[src/rtl/mem_arb_pkg.sv]
// Shared types and constants for the fetch/load-store memory arbiter.
package mem_arb_pkg;

    localparam int DATA_W     = 32;
    localparam int ADDR_W     = 32;
    localparam int WORD_SHIFT = 2;

    typedef enum logic [1:0] {
        IDLE  = 2'd0,
        GNT_I = 2'd1,
        GNT_D = 2'd2
    } state_t;

endpackage

[src/rtl/mem_addr_check.sv]
// Byte-to-word address conversion with alignment and range check; purely combinational.
module mem_addr_check #(
    parameter int ADDR_W = mem_arb_pkg::ADDR_W,
    parameter int DEPTH  = 256
) (
    input  logic [ADDR_W-1:0] byte_addr,
    output logic [ADDR_W-1:0] word_idx,
    output logic              err
);
    import mem_arb_pkg::*;

    assign word_idx = byte_addr >> WORD_SHIFT;
    assign err      = (byte_addr[1:0] != 2'b00) || (word_idx >= ADDR_W'(DEPTH));

endmodule

[src/rtl/mem_arbiter.sv]
// Two-port (fetch, load/store) arbiter for one single-ported word memory; grant is Moore,
// response pulses one cycle after the grant; requesters hold until their grant (no skid).
module mem_arbiter #(
    parameter int DATA_W = mem_arb_pkg::DATA_W,
    parameter int ADDR_W = mem_arb_pkg::ADDR_W,
    parameter int DEPTH  = 256
) (
    input  logic              clk,
    input  logic              rst_n,
    input  logic              if_req,
    input  logic [ADDR_W-1:0] if_addr,
    output logic              if_gnt,
    output logic              if_rvalid,
    output logic [DATA_W-1:0] if_rdata,
    output logic              if_err,
    input  logic              d_req,
    input  logic              d_we,
    input  logic [ADDR_W-1:0] d_addr,
    input  logic [DATA_W-1:0] d_wdata,
    output logic              d_gnt,
    output logic              d_ack,
    output logic [DATA_W-1:0] d_rdata,
    output logic              d_err,
    output logic [ADDR_W-1:0] mem_addr,
    output logic [DATA_W-1:0] mem_din,
    output logic              mem_we,
    output logic              mem_re,
    input  logic [DATA_W-1:0] mem_out
);
    import mem_arb_pkg::*;

    state_t              state_q, state_d;
    logic [ADDR_W-1:0]   gnt_addr;
    logic [ADDR_W-1:0]   word_idx;
    logic                chk_err;
    logic                is_store;
    logic                if_rvalid_q, if_err_q, d_ack_q, d_err_q;
    logic [DATA_W-1:0]   if_rdata_q, d_rdata_q;

    // The port just granted is masked for one cycle, giving alternation under contention.
    always_comb begin
        state_d = state_q;
        case (state_q)
            IDLE: begin
                if (d_req)       state_d = GNT_D;
                else if (if_req) state_d = GNT_I;
            end
            GNT_I:   state_d = d_req  ? GNT_D : IDLE;
            GNT_D:   state_d = if_req ? GNT_I : IDLE;
            default: state_d = IDLE;
        endcase
    end

    always_ff @(posedge clk or negedge rst_n) begin
        if (!rst_n) state_q <= IDLE;
        else        state_q <= state_d;
    end

    assign if_gnt   = (state_q == GNT_I);
    assign d_gnt    = (state_q == GNT_D);
    assign gnt_addr = d_gnt ? d_addr : if_addr;
    assign is_store = d_gnt && d_we;

    mem_addr_check #(.ADDR_W(ADDR_W), .DEPTH(DEPTH)) u_chk (
        .byte_addr (gnt_addr),
        .word_idx  (word_idx),
        .err       (chk_err)
    );

    // Memory pins are decoded from the registered state so reset drops mem_we immediately.
    always_comb begin
        mem_addr = '0;
        mem_din  = '0;
        mem_we   = 1'b0;
        mem_re   = 1'b0;
        if ((if_gnt || d_gnt) && !chk_err) begin
            mem_addr = word_idx;
            if (is_store) begin
                mem_we  = 1'b1;
                mem_din = d_wdata;
            end else begin
                mem_re  = 1'b1;
            end
        end
    end

    always_ff @(posedge clk or negedge rst_n) begin
        if (!rst_n) begin
            if_rvalid_q <= 1'b0;
            if_rdata_q  <= '0;
            if_err_q    <= 1'b0;
            d_ack_q     <= 1'b0;
            d_rdata_q   <= '0;
            d_err_q     <= 1'b0;
        end else begin
            if_rvalid_q <= if_gnt;
            d_ack_q     <= d_gnt;
            if (if_gnt) begin
                if_rdata_q <= chk_err ? '0 : mem_out;
                if_err_q   <= chk_err;
            end
            if (d_gnt) begin
                d_rdata_q <= (chk_err || d_we) ? '0 : mem_out;
                d_err_q   <= chk_err;
            end
        end
    end

    assign if_rvalid = if_rvalid_q;
    assign if_rdata  = if_rdata_q;
    assign if_err    = if_err_q;
    assign d_ack     = d_ack_q;
    assign d_rdata   = d_rdata_q;
    assign d_err     = d_err_q;

endmodule

[config.mk]
export PLATFORM = sky130hd
export DESIGN_NAME = mem_arbiter
export DESIGN_NICKNAME = d
export VERILOG_FILES = /design/src/rtl/mem_arb_pkg.sv /design/src/rtl/mem_addr_check.sv /design/src/rtl/mem_arbiter.sv
export SDC_FILE = /design/constraint.sdc
export NUM_CORES = 1
export LEC_CHECK = 0
export ABC_AREA = 1
export BUFFER_PORTS_ARGS = -buffer_cell sky130_fd_sc_hd__buf_2
export CORE_AREA = 2 2 104 106
export CTS_BUF_LIST = sky130_fd_sc_hd__clkbuf_4
export DETAILED_ROUTE_END_ITERATION = 6
export DIE_AREA = 0 0 106 108
export PLACE_DENSITY_LB_ADDON = 0.3
export SYNTH_ARGS = -nofsm -noshare
export SYNTH_HDL_FRONTEND = slang
export SYNTH_HIERARCHICAL = 1
export SYNTH_SLANG_ARGS = --single-unit
[constraint.sdc]
create_clock -name clk -period 2.85 [get_ports clk]
set_clock_uncertainty 0.05 [all_clocks]
set_input_delay 0.1425 -clock clk [delete_from_list [all_inputs] [get_ports clk]]
set_output_delay 0.1425 -clock clk [all_outputs]
set_load 0.1 [all_outputs]
==> impl_metrics.toml <==
[status]
status = "complete, but fails checks"
violations = "max-slew violations"

[clock_tree]
cts.sinks = 70
path_clk_slew_ns = 0.12
insertion_delay_ns = 0.40
root_buffer = "clkbuf_4"
cts_made_buffers = 9
clock_path_buffers = 2
cts_tree = "done"
htree_levels = 3

[global_routing]
grt_max_degree = 34
grt_pass1_wl_um = 24100
gr-usage-all-layers_pct = 26.8
grtUsageMet2_pct = 48.8
met1_usage_pct = 30.1
grt_overflow = 0
first_global_vias = 4718
antenna_found_initial = 0
grtUsageMet3_pct = 5.49
top_usage_layer = "met2"

[synth]
ys_top_cells_by_area = "dfrtp_1 (43%), nand2_1 (28%), nor2_1 (7.9%), buf_4 (6.8%), nand3_1 (4.3%)"
yosysSeqAreaShare_pct = 43.1
syn_area_um2 = 4060
syn_avg_cell_area_um2 = 6.66
synthDistinctLibCells = 17
synthCells = 610
synthFlopType = "dfrtp_1"
synth_edf_count = 0
synth_top_cell_area_share_pct = 43.1
synth.largest_area_cell = "dfrtp_1"
synthMostInstantiatedCell = "nand2_1"
synth_seq_cells = 70
ys_warn_count = 6
synthTopCellsByCount = "nand2_1 (303), nor2_1 (86), dfrtp_1 (70)"
async_reset_ff_share_pct = 100

[power]
p_total_mw = 3.67
p_leak_nw = 4.08
p_per_area_nw_per_um2 = 482
vdd_drop_max_v = 0.000352

[place]
dpl_cell_area_um2 = 6740
dp.cells = 960
dp_hpwl_um = 11100
place_congestion = 0.886
dp_slack_ns = 0.204
portBuffers = 266

[critical_path]
path_common_cell = "nand2_1"
critPathArrivalTime_ns = 2.59
crit_type = "register to output pin"
cp.required_ns = 2.66
max_stage_delay_ns = 0.45
crit_path_start_kind = "register"
critPathMaxFanout = 21
cp_slowest_cell = "dfrtp_2"
worstPathCellList = "ha_4 -> buf_12 -> nand2_1 -> nand2_1 -> nor2_1 -> nand2_1 -> nor2_2 -> nand3_2 -> clkinv_4 -> nand2_8 -> clkbuf_16 -> nor2_4 -> buf_12"
end_kind = "output pin"

[route]
dr.pass1.iters = 6
drt_iter0_drc = 309
vias = 4869
drc = 0
vias_per_cell = 4.73
ant_nets = 0
wl_per_cell_um = 16.1
wirelength_um = 16600

[layout]
drive_gt1_share_pct = 43.6
instances_no_fill = 1029
syn2layout_area_growth_pct = 87.3
fin_nets = 1026
fin_area_um2 = 7610
diodes = 0
num-fill-cells = 759
postLayoutCoreUtil_pct = 74.4

[timing]
finalSetupViolations = 0
final_max_slew_viol_count = 2
min_period_ns = 2.78
fmax_mhz = 360
layout_setup_ws_ns = 0.0699
grt_setup_unrepaired = "true"
finalHoldViolCount = 0
slew-limit-headroom_pct = -15.3
tightest_slew_ns = 1.72
min_period_over_period_pct = 97.5
whs_ns = 0.223
fin_setup_tns_ns = 0

[floorplanning]
initial_utilization_pct = 39.7
fp.dieArea_um2 = 11400
fp.dieH_um = 108
die_w_um = 106
row_count = 37
core_area_um2 = 10200
num_io_pins = 269

[run]
drv_cap = 0

[worst_hold_path]
hp-class = "primary input to async pin"
worst max-delay path: cells and delay by family, from the launching register on:
family                     cells  cell delay [ns]
and+or+nand+nor                8             0.85
buffers and inverters          4             0.66
DFF                            1             0.45
adders and majority gates      1             0.21
layout by cell type (no fill, tap or decap), types with 2 or more instances in the layout:
cell type / instances
buf_4: 15
inv_2: 2
inv_1: 36
clkinvlp_4: 3
nand3_1: 34
conb_1: 2
dlygate4sd3_1: 36
bufinv_16: 3
clkbuf_16: 6
nor2_4: 65
nor2_2: 4
nand2_8: 2
buf_6: 2
nand2_1: 302
buf_16: 3
nor2_1: 19
buf_2: 202
dfrtp_1: 69
clkbuf_4: 9
ha_1: 4
buf_12: 65
final cells by class:
| cell class | count | area [um^2] | share of cell area [%] |
|---|---|---|---|
| Timing Repair Buffer | 330 | 3060 | 40.2 |
| Multi-Input combinational cell | 436 | 2280 | 29.9 |
| Sequential cell | 70 | 1750 | 23.0 |
| Tap cell | 136 | 170 | 2.24 |
| Inverter | 41 | 166 | 2.19 |
| Clock inverter | 7 | 121 | 1.59 |
| Clock buffer | 9 | 67.6 | 0.888 |
where the power goes:
part | switching, mW | internal, mW | leakage, nW
logic | 1.32 | 0.485 | 3.03
registers | 0.0199 | 1.03 | 0.965
clock network | 0.368 | 0.446 | 0.0888
routing by layer:
metal  vias up  part of all wire, %
met3        40                  6.6
met5         -                    0
met4         0                  2.9
li1       2337                    -
met1      2244                   36
met2       248                   54
flip-flops by register name (all words and copies together) (netlist names):
signal	count
d_rdata	32
d_ack	1
d_err	1
if_rdata	32
if_err	1
if_rvalid	1
state_q	2
timing repair:
| item | in CTS | in global routing |
|---|---|---|
| cloned | 1 | 9 |
| setup endpoints to repair | 64 | 64 |
| gates resized for setup | 4 | 11 |
| hold buffers | 36 | 0 |
| pin swaps | 1 | 15 |
| buffers inserted | 5 | 2 |
| endpoints found under the hold margin | 92 | 0 |
logic make-up after synthesis:
| kind of cell | share of synthesized area [%] |
|---|---|
| simple gates | 40.8 |
| flops | 43.1 |
| other cells | 0.0923 |
| buf+inv | 14.3 |
| compound gates | 0.123 |
| fa+ha+maj | 1.54 |
final timing paths:
path / start / endpoint / slack, ns / cells past startpoint
min in group clk: d_we / d_rdata[14]$_DFFE_PN0N_ / 0.25 / 5
setup / recovery: state_q[1]$_DFFE_PN0P_ / mem_din[20] / 0.07 / 13
setup reg to reg: state_q[1]$_DFFE_PN0P_ / d_rdata[10]$_DFFE_PN0N_ / 0.45 / 13
hold reg to reg: d_rdata[27]$_DFFE_PN0N_ / d_rdata[27]$_DFFE_PN0N_ / 0.44 / 2
hold / removal: rst_n / d_rdata[7]$_DFFE_PN0N_ / 0.22 / 2
max in group asynchronous: rst_n / if_rdata[17]$_DFFE_PN0N_ / 1.79 / 3
No activity file was read; power rests on OpenSTA's default activity.
